**config.mk**
```make
export PLATFORM = sky130hd
export DESIGN_NAME = dbf_zone_sequencer
export DESIGN_NICKNAME = d
export VERILOG_FILES = /design/src/rtl/dbf_pkg.sv /design/src/rtl/dbf_zone_counter.sv /design/src/rtl/dbf_zone_sequencer.sv
export SDC_FILE = /design/constraint.sdc
export NUM_CORES = 1
export LEC_CHECK = 0
export BUFFER_PORTS_ARGS = -buffer_cell sky130_fd_sc_hd__buf_2
export CORE_MARGIN = 2
export CORE_UTILIZATION = 54
export DETAILED_ROUTE_END_ITERATION = 12
export MAX_ROUTING_LAYER = met4
export PLACE_DENSITY = 0.8
export SYNTH_ARGS = -nofsm -noshare
export SYNTH_HDL_FRONTEND = slang
export SYNTH_SLANG_ARGS = --single-unit
```
**constraint.sdc**
```tcl
create_clock -name clk -period 2 [get_ports clk]
set_input_delay 0.3 -clock clk [delete_from_list [all_inputs] [get_ports clk]]
set_output_delay 0.3 -clock clk [all_outputs]
set_load 0.02 [all_outputs]
```
**src/rtl/dbf_pkg.sv**
```systemverilog
// Shared definitions for the DBF receive-channel blocks.
// Contents: FSM state encoding for the zone sequencer, default geometry
// parameters (also used by the channel blocks), and a counter-width helper.
package dbf_pkg;

    // Default line geometry
    localparam int unsigned DBF_ADDR_WD    = 6;
    localparam int unsigned DBF_NUM_ZONES  = 32;
    localparam int unsigned DBF_ZONE_LEN   = 64;
    localparam int unsigned DBF_TX_CYC     = 16;
    localparam int unsigned DBF_SETTLE_CYC = 4;

    // Sequencer state encoding
    localparam logic [2:0] ST_IDLE_ENC   = 3'd0;
    localparam logic [2:0] ST_TX_ENC     = 3'd1;
    localparam logic [2:0] ST_SETTLE_ENC = 3'd2;
    localparam logic [2:0] ST_ACQ_ENC    = 3'd3;
    localparam logic [2:0] ST_DONE_ENC   = 3'd4;

    typedef enum logic [2:0] {
        ST_IDLE   = ST_IDLE_ENC,
        ST_TX     = ST_TX_ENC,
        ST_SETTLE = ST_SETTLE_ENC,
        ST_ACQ    = ST_ACQ_ENC,
        ST_DONE   = ST_DONE_ENC
    } dbf_state_t;

    // Bits needed for a counter running 0..n-1 (at least 1)
    function automatic int unsigned dbf_cnt_wd(input int unsigned n);
        return (n <= 2) ? 1 : $clog2(n);
    endfunction

endpackage

```
**src/rtl/dbf_zone_counter.sv**
```systemverilog
// Sample counter plus zone counter for the acquisition window.
// Ports:
//   clk, rst_i        clock, asynchronous active-high reset
//   en_i              advance the sample counter this cycle
//   clr_i             clear both counters (wins over en_i)
//   zone_o            current zone (registered)
//   samp_wrap_c_o     sample counter is at ZONE_LEN-1 (combinational)
//   zone_last_c_o     zone counter is at NUM_ZONES-1 (combinational)
module dbf_zone_counter
    import dbf_pkg::*;
#(
    parameter int unsigned ADDR_WD   = DBF_ADDR_WD,
    parameter int unsigned NUM_ZONES = DBF_NUM_ZONES,
    parameter int unsigned ZONE_LEN  = DBF_ZONE_LEN
) (
    input  logic               clk,
    input  logic               rst_i,
    input  logic               en_i,
    input  logic               clr_i,
    output logic [ADDR_WD-1:0] zone_o,
    output logic               samp_wrap_c_o,
    output logic               zone_last_c_o
);

    localparam int unsigned SAMP_WD = dbf_cnt_wd(ZONE_LEN);

    logic [SAMP_WD-1:0] samp_q, samp_d;
    logic [ADDR_WD-1:0] zone_q, zone_d;

    assign samp_wrap_c_o = (samp_q == SAMP_WD'(ZONE_LEN - 1));
    assign zone_last_c_o = (zone_q == ADDR_WD'(NUM_ZONES - 1));
    assign zone_o        = zone_q;

    // Next count: zone only advances on a sample wrap and saturates at the last zone
    always_comb begin
        samp_d = samp_q;
        zone_d = zone_q;
        if (clr_i) begin
            samp_d = '0;
            zone_d = '0;
        end else if (en_i) begin
            if (samp_wrap_c_o) begin
                samp_d = '0;
                if (!zone_last_c_o) begin
                    zone_d = zone_q + ADDR_WD'(1);
                end
            end else begin
                samp_d = samp_q + SAMP_WD'(1);
            end
        end
    end

    always_ff @(posedge clk or posedge rst_i) begin
        if (rst_i) begin
            samp_q <= '0;
            zone_q <= '0;
        end else begin
            samp_q <= samp_d;
            zone_q <= zone_d;
        end
    end

endmodule

```
**src/rtl/dbf_zone_sequencer.sv**
```systemverilog
// Per-line controller for the DBF receive channels: transmit window, zone-0
// LUT preload, acquisition window and dynamic-focus zone stepping.
// Ports:
//   clk           system clock
//   rst_n         asynchronous reset, ACTIVE-HIGH despite the name
//   line_trig     single-cycle request to fire one line
//   abort         synchronous abort of the current line
//   tx_en         transmit window
//   start         acquisition window
//   dbf_lut_addr  current zone LUT address
//   dbf_lut_we    one-cycle LUT load strobe
//   zone_idx      current zone (debug / apodisation)
//   busy          high in any state except IDLE
//   line_done     one-cycle pulse on line completion
//   overrun       sticky: line_trig seen while busy
module dbf_zone_sequencer
    import dbf_pkg::*;
#(
    parameter int unsigned ADDR_WD    = DBF_ADDR_WD,
    parameter int unsigned NUM_ZONES  = DBF_NUM_ZONES,
    parameter int unsigned ZONE_LEN   = DBF_ZONE_LEN,
    parameter int unsigned TX_CYC     = DBF_TX_CYC,
    parameter int unsigned SETTLE_CYC = DBF_SETTLE_CYC
) (
    input  logic               clk,
    input  logic               rst_n,
    input  logic               line_trig,
    input  logic               abort,
    output logic               tx_en,
    output logic               start,
    output logic [ADDR_WD-1:0] dbf_lut_addr,
    output logic               dbf_lut_we,
    output logic [ADDR_WD-1:0] zone_idx,
    output logic               busy,
    output logic               line_done,
    output logic               overrun
);

    localparam int unsigned PH_MAX = (TX_CYC > SETTLE_CYC) ? TX_CYC : SETTLE_CYC;
    localparam int unsigned PH_WD  = dbf_cnt_wd(PH_MAX);

    // Parameter sanity checks at elaboration
    if (ZONE_LEN < 2) begin : g_chk_zone_len
        $error("dbf_zone_sequencer: ZONE_LEN must be >= 2");
    end
    if (NUM_ZONES < 1 || TX_CYC < 1 || SETTLE_CYC < 1) begin : g_chk_nonzero
        $error("dbf_zone_sequencer: NUM_ZONES, TX_CYC and SETTLE_CYC must be >= 1");
    end
    if ((64'd1 << ADDR_WD) < 64'(NUM_ZONES)) begin : g_chk_addr_wd
        $error("dbf_zone_sequencer: ADDR_WD too small for NUM_ZONES");
    end

    dbf_state_t         state_q, state_d;
    logic [PH_WD-1:0]   ph_q, ph_d;
    logic               tx_en_q, tx_en_d;
    logic               start_q, start_d;
    logic               we_q, we_d;
    logic               busy_q, busy_d;
    logic               done_q, done_d;
    logic               overrun_q, overrun_d;

    logic               cnt_en_c;
    logic               cnt_clr_c;
    logic               samp_wrap_c;
    logic               zone_last_c;
    logic [ADDR_WD-1:0] zone_cnt;

    dbf_zone_counter #(
        .ADDR_WD   (ADDR_WD),
        .NUM_ZONES (NUM_ZONES),
        .ZONE_LEN  (ZONE_LEN)
    ) u_zone_counter (
        .clk           (clk),
        .rst_i         (rst_n),
        .en_i          (cnt_en_c),
        .clr_i         (cnt_clr_c),
        .zone_o        (zone_cnt),
        .samp_wrap_c_o (samp_wrap_c),
        .zone_last_c_o (zone_last_c)
    );

    // Next state; outputs are derived from the state being entered so they register with it
    always_comb begin
        state_d   = state_q;
        ph_d      = ph_q;
        we_d      = 1'b0;
        overrun_d = overrun_q;
        cnt_en_c  = 1'b0;
        cnt_clr_c = 1'b1;

        // A trigger in any non-IDLE state (DONE included) is an overrun
        if (line_trig && (state_q != ST_IDLE)) begin
            overrun_d = 1'b1;
        end

        case (state_q)
            ST_IDLE: begin
                ph_d = '0;
                if (line_trig && !abort) begin
                    state_d = ST_TX;
                end
            end
            ST_TX: begin
                if (abort) begin
                    state_d = ST_IDLE;
                end else if (ph_q == PH_WD'(TX_CYC - 1)) begin
                    // zone counter is held clear here, so the preload hits address 0
                    state_d = ST_SETTLE;
                    ph_d    = '0;
                    we_d    = 1'b1;
                end else begin
                    ph_d = ph_q + PH_WD'(1);
                end
            end
            ST_SETTLE: begin
                if (abort) begin
                    state_d = ST_IDLE;
                end else if (ph_q == PH_WD'(SETTLE_CYC - 1)) begin
                    state_d = ST_ACQ;
                    ph_d    = '0;
                end else begin
                    ph_d = ph_q + PH_WD'(1);
                end
            end
            ST_ACQ: begin
                cnt_clr_c = abort;
                cnt_en_c  = !abort;
                if (abort) begin
                    state_d = ST_IDLE;
                end else if (samp_wrap_c) begin
                    if (zone_last_c) begin
                        state_d = ST_DONE;
                    end else begin
                        // strobe lands in the same cycle the incremented address appears
                        we_d = 1'b1;
                    end
                end
            end
            ST_DONE: begin
                state_d = ST_IDLE;
            end
            default: begin
                state_d = ST_IDLE;
            end
        endcase

        tx_en_d = (state_d == ST_TX);
        start_d = (state_d == ST_ACQ);
        done_d  = (state_d == ST_DONE);
        busy_d  = (state_d != ST_IDLE);
    end

    always_ff @(posedge clk or posedge rst_n) begin
        if (rst_n) begin
            state_q   <= ST_IDLE;
            ph_q      <= '0;
            tx_en_q   <= 1'b0;
            start_q   <= 1'b0;
            we_q      <= 1'b0;
            busy_q    <= 1'b0;
            done_q    <= 1'b0;
            overrun_q <= 1'b0;
        end else begin
            state_q   <= state_d;
            ph_q      <= ph_d;
            tx_en_q   <= tx_en_d;
            start_q   <= start_d;
            we_q      <= we_d;
            busy_q    <= busy_d;
            done_q    <= done_d;
            overrun_q <= overrun_d;
        end
    end

    assign tx_en        = tx_en_q;
    assign start        = start_q;
    assign dbf_lut_we   = we_q;
    assign busy         = busy_q;
    assign line_done    = done_q;
    assign overrun      = overrun_q;
    assign dbf_lut_addr = zone_cnt;
    assign zone_idx     = zone_cnt;

endmodule

```
==> key figures, run 1 <==
STA
  – Setup TNS: 0 ns
  – RSZ-0062 raised after global routing: no
  – Slew headroom: 0.652
  – Setup WS post-layout: 0.331 ns
  – Peak Freq: 599 MHz
  – Slew Limit Fails: 0
  – Final hold slack: 0.218 ns
  – Tcrit/Tclk final: 0.834
  – Worst-Margin Slew: 0.521 ns
  – Final count of hold timing violations: 0
  – Min Tclk post-route: 1.67 ns
  – Setup violations, final: 0
  – Setup Skew: 0.0119 ns

Clock tree
  – H-tree levels: 1
  – CTS tree: built
  – Root Driver: clkbuf_4
  – Num CTS Buffers: 3
  – Worst-skew pair later-pin latency: 0.32 ns
  – Post-CTS Setup Repair Bufs: 0
  – Clk buf depth: 2
  – Clk slew on worst S/H paths: 0.14 ns
  – Sink Count: 25

Route
  – Total routed wirelength: 2460 µm
  – DR vias/cell: 5.85
  – DR vias: 1,007
  – Pre-antenna DRT Iters: 4
  – Initial drt markers: 7
  – ANT nets after route: 0
  – Avg WL per Cell: 14.3 µm
  – DRC: 0

Global route
  – Total GRT Usage: 0.211
  – Pin count of the biggest net entering global routing: 16
  – Initial antenna violation count: 0
  – Number of global-route vias before repair: 949
  – GR Overflow Total: 0
  – First-pass GRT wire length: 4150 µm

Power and ir drop
  – Clock Power Share: 0.279
  – Peak VDD IR: 0.422 mV
  – Switching Fraction: 0.236
  – Pwr Density: 567 mW/mm²
  – Sequential share of power: 0.648
  – Psw: 190 µW
  – Logic gate share of total power: 0.073
  – Int Power: 616 µW
  – Static Leakage: 0.666 nW

Run
  – Max Cap Viol: 0

Layout
  – Final Util: 0.636
  – Final layout net count: 152
  – Share of cells above drive strength 1: 0.250
  – Antenna Diode Count: 0
  – Layout area overhead: 9.76%
  – Fill cells: 198

Worst setup path
  – Crit end category: register
  – Reg2reg setup slack: 0.33 ns
  – Data required time at the worst endpoint: 2.27 ns
  – Setup CP Type: reg2reg
  – Arr. time, crit path: 1.94 ns
  – Critical Path Start Type: register
  – Worst R2R Path Depth: 5
  – CP max FO: 5
  – FF-to-FF End: state_q[0]$_DFF_PP0_
  – R2r startpoint: ph_q[0]$_DFFE_PP0P_

Status
  – Outcome: finished clean

Worst hold path
  – Hold_sp: line_trig
  – Hold depth: 2
  – Hold EP: busy$_DFF_PP0_
  – Type of the most critical hold path: in2reg

Yosys
  – Count of flip-flops with a built-in enable after synthesis: 0
  – Yosys cell types: 40
  – Syn nets: 134
  – Yosys top cell area share: 0.483
  – Yosys reg bits: 25
  – YS warnings: 0
  – Mapped Avg Cell Area: 10.2 µm²
  – Largest cells by area after synthesis: dfrtp_1 48%, nor3_1 3.5%, buf_4 3.5%
  – Sequential share of the synthesized area: 0.483
  – Post-synthesis cell count: 127
  – Top_reg_cell synth: dfrtp_1
  – Post-synth ARST share: 1.00
  – Netlist Area Pre-Place: 0.00129 mm²
  – Area leader, netlist: dfrtp_1

Floorplan
  – Die Height: 53.0 µm
  – Die area: 0.00281 mm²
  – Starting Density: 0.580
  – I/O Pins: 22
  – Die Width: 53.0 µm
  – Rows: 17
  – Core Region: 0.00223 mm²

Place
  – Pre-CTS setup slack: 0.357 ns
  – Dpl hpwl: 1880 µm
  – Number of port buffers: 21
  – GPL Wtd Cong: 0.929
worst max-delay path, cell delays in order (launching register included):
cell       delay [ns]
dfrtp_1          0.42
ha_1             0.25
and3_2           0.24
a2111oi_0        0.49
o21ai_0          0.14
nand2_1          0.08
layout make-up:
class | instances | area (µm²) | area share
sequential | 25 | 626 | 0.440
multi-input combinational | 87 | 586 | 0.412
timing repair buffer | 24 | 130 | 0.0915
tap | 28 | 35.0 | 0.0246
clock buffer | 3 | 22.5 | 0.0158
inverter | 4 | 15.0 | 0.0106
clock inverter | 1 | 7.51 | 0.00528
flip-flops by register name, summed over array words and instances, names as in the netlist:
register and flops:
busy 1, dbf_lut_we 1, line_done 1, overrun 1, ph_q 4, start 1, state_q 3, tx_en 1
u_zone_counter.samp_q 6, u_zone_counter.zone_o 6
layout by cell type, fill, tap and decap left out, types with 2 or more instances in the layout:
cell	netlist	final
and3_1	4	4
inv_1	4	4
clkbuf_4	0	3
buf_2	4	21
nand2b_1	3	3
nand3_1	8	8
dfrtp_1	25	25
nand2_1	6	6
a21oi_1	8	8
nor2_1	8	8
xor2_1	2	2
ha_1	3	3
xnor2_1	3	3
or3_1	2	2
o31ai_1	3	3
and2_1	2	2
nor3_1	9	9
and4_1	2	2
buf_4	6	2
o21ai_0	4	4
worst max-delay path by stage:
stage / depth (start not counted) / slack [ns] / endpoint / start
after floorplan: 5 / 0.41 / u_zone_counter.zone_o[5]$_DFFE_PP0P_ / u_zone_counter.zone_o[0]$_DFFE_PP0P_
after global placement: 5 / 0.41 / state_q[0]$_DFF_PP0_ / ph_q[0]$_DFFE_PP0P_
after detailed placement: 5 / 0.36 / ph_q[0]$_DFFE_PP0P_ / ph_q[0]$_DFFE_PP0P_
after CTS: 5 / 0.34 / ph_q[0]$_DFFE_PP0P_ / ph_q[0]$_DFFE_PP0P_
after global routing: 5 / 0.13 / state_q[0]$_DFF_PP0_ / ph_q[0]$_DFFE_PP0P_
final: 5 / 0.33 / state_q[0]$_DFF_PP0_ / ph_q[0]$_DFFE_PP0P_
per-layer routing:
layer | GRT usage | vias up | routed length (µm)
met2 | 0.352 | 23 | 1210
met3 | 0.0282 | 4 | 116
met4 | 0.0983 | 0 | 39
met5 | - | - | 0
li1 | - | 486 | -
met1 | 0.255 | 494 | 1100
Yosys cell counts, types with 4 or more instances:
cell / n
nor2_1: 8
inv_1: 4
buf_2: 4
o21ai_0: 4
dfrtp_1: 25
nand3_1: 8
a21oi_1: 8
nor3_1: 9
and3_1: 4
nand2_1: 6
buf_4: 6
power groups by stage:
stage / registers, mW / logic (mW) / clock network (mW)
finish: 0.523 / 0.0585 / 0.225
global route: 0.525 / 0.0656 / 0.259
CTS: 0.523 / 0.0598 / 0.234
detailed placement: 0.532 / 0.0583 / 0
global placement: 0.532 / 0.0565 / 0
floorplan: 0.532 / 0.0400 / 0
through the flow:
stage / instances / total power, mW / area (µm²)
3_3_place_gp: 167 / 0.588 / 1380
4_1_cts: 172 / 0.816 / 1420
5_1_grt: 172 / 0.849 / 1420
2_1_floorplan: 127 / 0.572 / 1290
6_report: 172 / 0.806 / 1420
3_5_place_dp: 167 / 0.591 / 1380
logic make-up after synthesis:
logic type / synth area share
AOI/OAI and AO/OA: 0.152
DFF: 0.483
xor gates and xnor gates: 0.0338
and+or+nand+nor: 0.221
buffers and inverters: 0.0647
muxes: 0.0164
adders and majority gates: 0.0290
timing repair:
action / CTS / global route
gates resized for setup: 0 / 0
hold buffers: 1 / 0
endpoints found under the hold margin: 12 / 0
Note: power is estimated with default switching activity, not from simulation.
==> run 2: changes to the inputs <==
--- a/config.mk
+++ b/config.mk
@@ -5,6 +5,7 @@
 export SDC_FILE = /design/constraint.sdc
 export NUM_CORES = 1
 export LEC_CHECK = 0
+export ABC_AREA = 1
 export BUFFER_PORTS_ARGS = -buffer_cell sky130_fd_sc_hd__buf_2
 export CORE_MARGIN = 2
 export CORE_UTILIZATION = 54
==> constraint.sdc (replaced) <==
create_clock -name clk -period 1.57 [get_ports clk]
set_input_delay 0.2355 -clock clk [delete_from_list [all_inputs] [get_ports clk]]
set_output_delay 0.2355 -clock clk [all_outputs]
set_load 0.02 [all_outputs]
==> key figures, run 2 <==
Yosys
  – Yosys reg bits: 25
  – Largest cells by area after synthesis: dfrtp_1 48%, nand2_1 13%, inv_1 8.6%
  – Yosys cell types: 19
  – Syn nets: 176
  – Area leader, netlist: dfrtp_1
  – Most common cell in the synthesized netlist: nand2_1
  – Yosys top cell area share: 0.478
  – Top_reg_cell synth: dfrtp_1
  – Post-synthesis cell count: 169
  – Netlist Area Pre-Place: 0.00131 mm²
  – YS warnings: 0
  – Commonest cells post-synth: 44 x nand2_1, 30 x inv_1, 25 x dfrtp_1, 20 x nor2_1, 16 x nand3_1
  – Count of flip-flops with a built-in enable after synthesis: 0
  – Mapped Avg Cell Area: 7.74 µm²
  – Post-synth ARST share: 1.00
  – Sequential share of the synthesized area: 0.478

Clock tree
  – H-tree levels: 1
  – Post-CTS Setup Repair Bufs: 0
  – Worst-skew pair later-pin latency: 0.33 ns
  – Sink Count: 25
  – Clk slew on worst S/H paths: 0.14 ns
  – Num CTS Buffers: 3
  – Root Driver: clkbuf_4
  – Clk buf depth: 2
  – CTS tree: built

STA
  – Peak Freq: 692 MHz
  – Final count of hold timing violations: 0
  – Worst-Margin Slew: 0.302 ns
  – Setup WS post-layout: 0.125 ns
  – Tcrit/Tclk final: 0.921
  – Slew Limit Fails: 0
  – Setup Skew: 0.00353 ns
  – Setup TNS: 0 ns
  – Min Tclk post-route: 1.45 ns
  – Slew headroom: 0.798
  – Setup violations, final: 0
  – RSZ-0062 raised after global routing: no
  – Final hold slack: 0.138 ns

Power and ir drop
  – Clock Power Share: 0.283
  – Peak VDD IR: 0.557 mV
  – Int Power: 787 µW
  – Sequential share of power: 0.630
  – Power Total: 1.06 mW
  – Logic gate share of total power: 0.086
  – Psw: 277 µW
  – Switching Fraction: 0.260
  – Static Leakage: 0.862 nW
  – Pwr Density: 714 mW/mm²

Global route
  – Pin count of the biggest net entering global routing: 26
  – Initial antenna violation count: 0
  – Total GRT Usage: 0.205
  – Number of global-route vias before repair: 1,059
  – First-pass GRT wire length: 4130 µm
  – GR Overflow Total: 0

Layout
  – Antenna Diode Count: 0
  – Area occupied by multi-input gates: 534 µm²
  – Final layout net count: 202
  – Fill cells: 192
  – Commonest non-fill, non-tap cells in the layout: 44 x nand2_1, 30 x inv_1, 25 x dfrtp_1, 21 x buf_2, 20 x nor2_1
  – Reg area: 626 µm²
  – Final Instance Area: 0.00149 mm²
  – Final Util: 0.661
  – Commonest non-fill, non-tap cell in the layout: nand2_1
  – Share of cells above drive strength 1: 0.180
  – Finished Layout Cells: 222
  – Layout area overhead: 14.0%

Place
  – Pre-CTS setup slack: 0.138 ns
  – Dpl hpwl: 1900 µm
  – Dpl cells: 217
  – GPL Wtd Cong: 0.911
  – Number of port buffers: 21
  – Area after DPL: 0.00144 mm²

Status
  – Outcome: finished clean

Worst setup path
  – Crit end category: register
  – CP top delay family: simple AND/OR/NAND/NOR gates
  – Worst path cell trace: ha_1, nand2_1, nor2_1, nand2_1, nand2_2, nand2_1, nor2_1, nand3_1
  – Data required time at the worst endpoint: 1.79 ns
  – Slowest cell on crit path: dfrtp_1
  – FF-to-FF End: busy$_DFF_PP0_
  – R2r startpoint: u_zone_counter.samp_q[0]$_DFFE_PP0P_
  – Critical Path Stages: 8
  – Arr. time, crit path: 1.67 ns
  – Worst Setup SP: u_zone_counter.samp_q[0]$_DFFE_PP0P_
  – Crit path to: busy$_DFF_PP0_
  – Crit path top cell by count: nand2_1
  – CP max stage delay: 0.41 ns
  – Critical Path Start Type: register
  – Setup CP Type: reg2reg
  – Worst R2R Path Depth: 8
  – Crit path buffers/inverters: 0
  – Reg2reg setup slack: 0.12 ns
  – CP max FO: 5

Worst hold path
  – Hold_sp: line_trig
  – Type of the most critical hold path: in2reg

Route
  – DR vias/cell: 4.98
  – ANT nets after route: 0
  – DR vias: 1,106
  – DRC: 0
  – Total routed wirelength: 2450 µm
  – Pre-antenna DRT Iters: 4
  – Initial drt markers: 14
  – Avg WL per Cell: 11.1 µm

Floorplan
  – I/O Pins: 22
  – Core Region: 0.00225 mm²
  – Die Height: 53.2 µm
  – Rows: 17
  – Die Width: 53.2 µm
  – Die area: 0.00283 mm²
  – Starting Density: 0.580

Run
  – Max Cap Viol: 0
-- run 2: cell types whose count changed after synthesis, moves of 3 or more --
cell | before | now
nand2_1 | 6 | 44
inv_1 | 4 | 30
nor2_1 | 8 | 20
nand3_1 | 8 | 16
nor3_1 | 9 | 1
a21oi_1 | 8 | 2
o21ai_0 | 4 | 9
and3_1 | 4 | 0
buf_2 | 4 | 0
nand4_1 | 0 | 4
nand2b_1 | 3 | 0
o31ai_1 | 3 | 0
-- run 2: power by group through the flow --
| stage | sequential [mW] | clock, mW | combinational, mW |
|---|---|---|---|
| detailed placement | 0.683 | 0 | 0.0918 |
| global route | 0.673 | 0.330 | 0.110 |
| finish | 0.671 | 0.301 | 0.0919 |
| CTS | 0.671 | 0.309 | 0.0938 |
| floorplan | 0.688 | 0 | 0.0577 |
| global placement | 0.682 | 0 | 0.0874 |
-- run 2: how the worst min path moves through the flow --
stage,endpoint,slack [ns],cells after the start
floorplan,busy$_DFF_PP0_,0.26,1
global placement,u_zone_counter.samp_q[3]$_DFFE_PP0P_,0.30,3
detailed placement,ph_q[1]$_DFFE_PP0P_,0.30,3
CTS,overrun$_DFFE_PP0P_,0.13,2
global route,overrun$_DFFE_PP0P_,0.14,2
finish,overrun$_DFFE_PP0P_,0.14,2
-- run 2: cells by family after synthesis --
| group | synth area share |
|---|---|
| AND/OR/NAND/NOR | 0.286 |
| XOR/XNOR | 0.0201 |
| buffers and inverters | 0.121 |
| adder cells (fa/ha/maj) | 0.0287 |
| AO/OA/AOI/OAI | 0.0660 |
| flip-flops | 0.478 |
-- run 2: repair_timing --
| item | in CTS | in global routing |
|---|---|---|
| endpoints found under the setup margin | 0 | 2 |
| hold endpoints to repair | 25 | 0 |
| hold buffers | 1 | 0 |
| resized for setup | 0 | 2 |
-- run 2: final cells by class --
| type | instances | area share |
|---|---|---|
| timing repair buffer | 27 | 0.102 |
| clock buffer | 3 | 0.0151 |
| clock inverter | 1 | 0.00504 |
| multi-input combinational | 108 | 0.359 |
| tap | 28 | 0.0235 |
| inverter | 30 | 0.0756 |
| sequential | 25 | 0.420 |
-- run 2: metal layers --
metal  GRT usage  up-vias  routed length (µm)
met3      0.0254        2                  75
met4      0.0812        0                  20
met1       0.245      513                1100
met5           -        -                   0
li1            -      571                   -
met2       0.350       20                1260
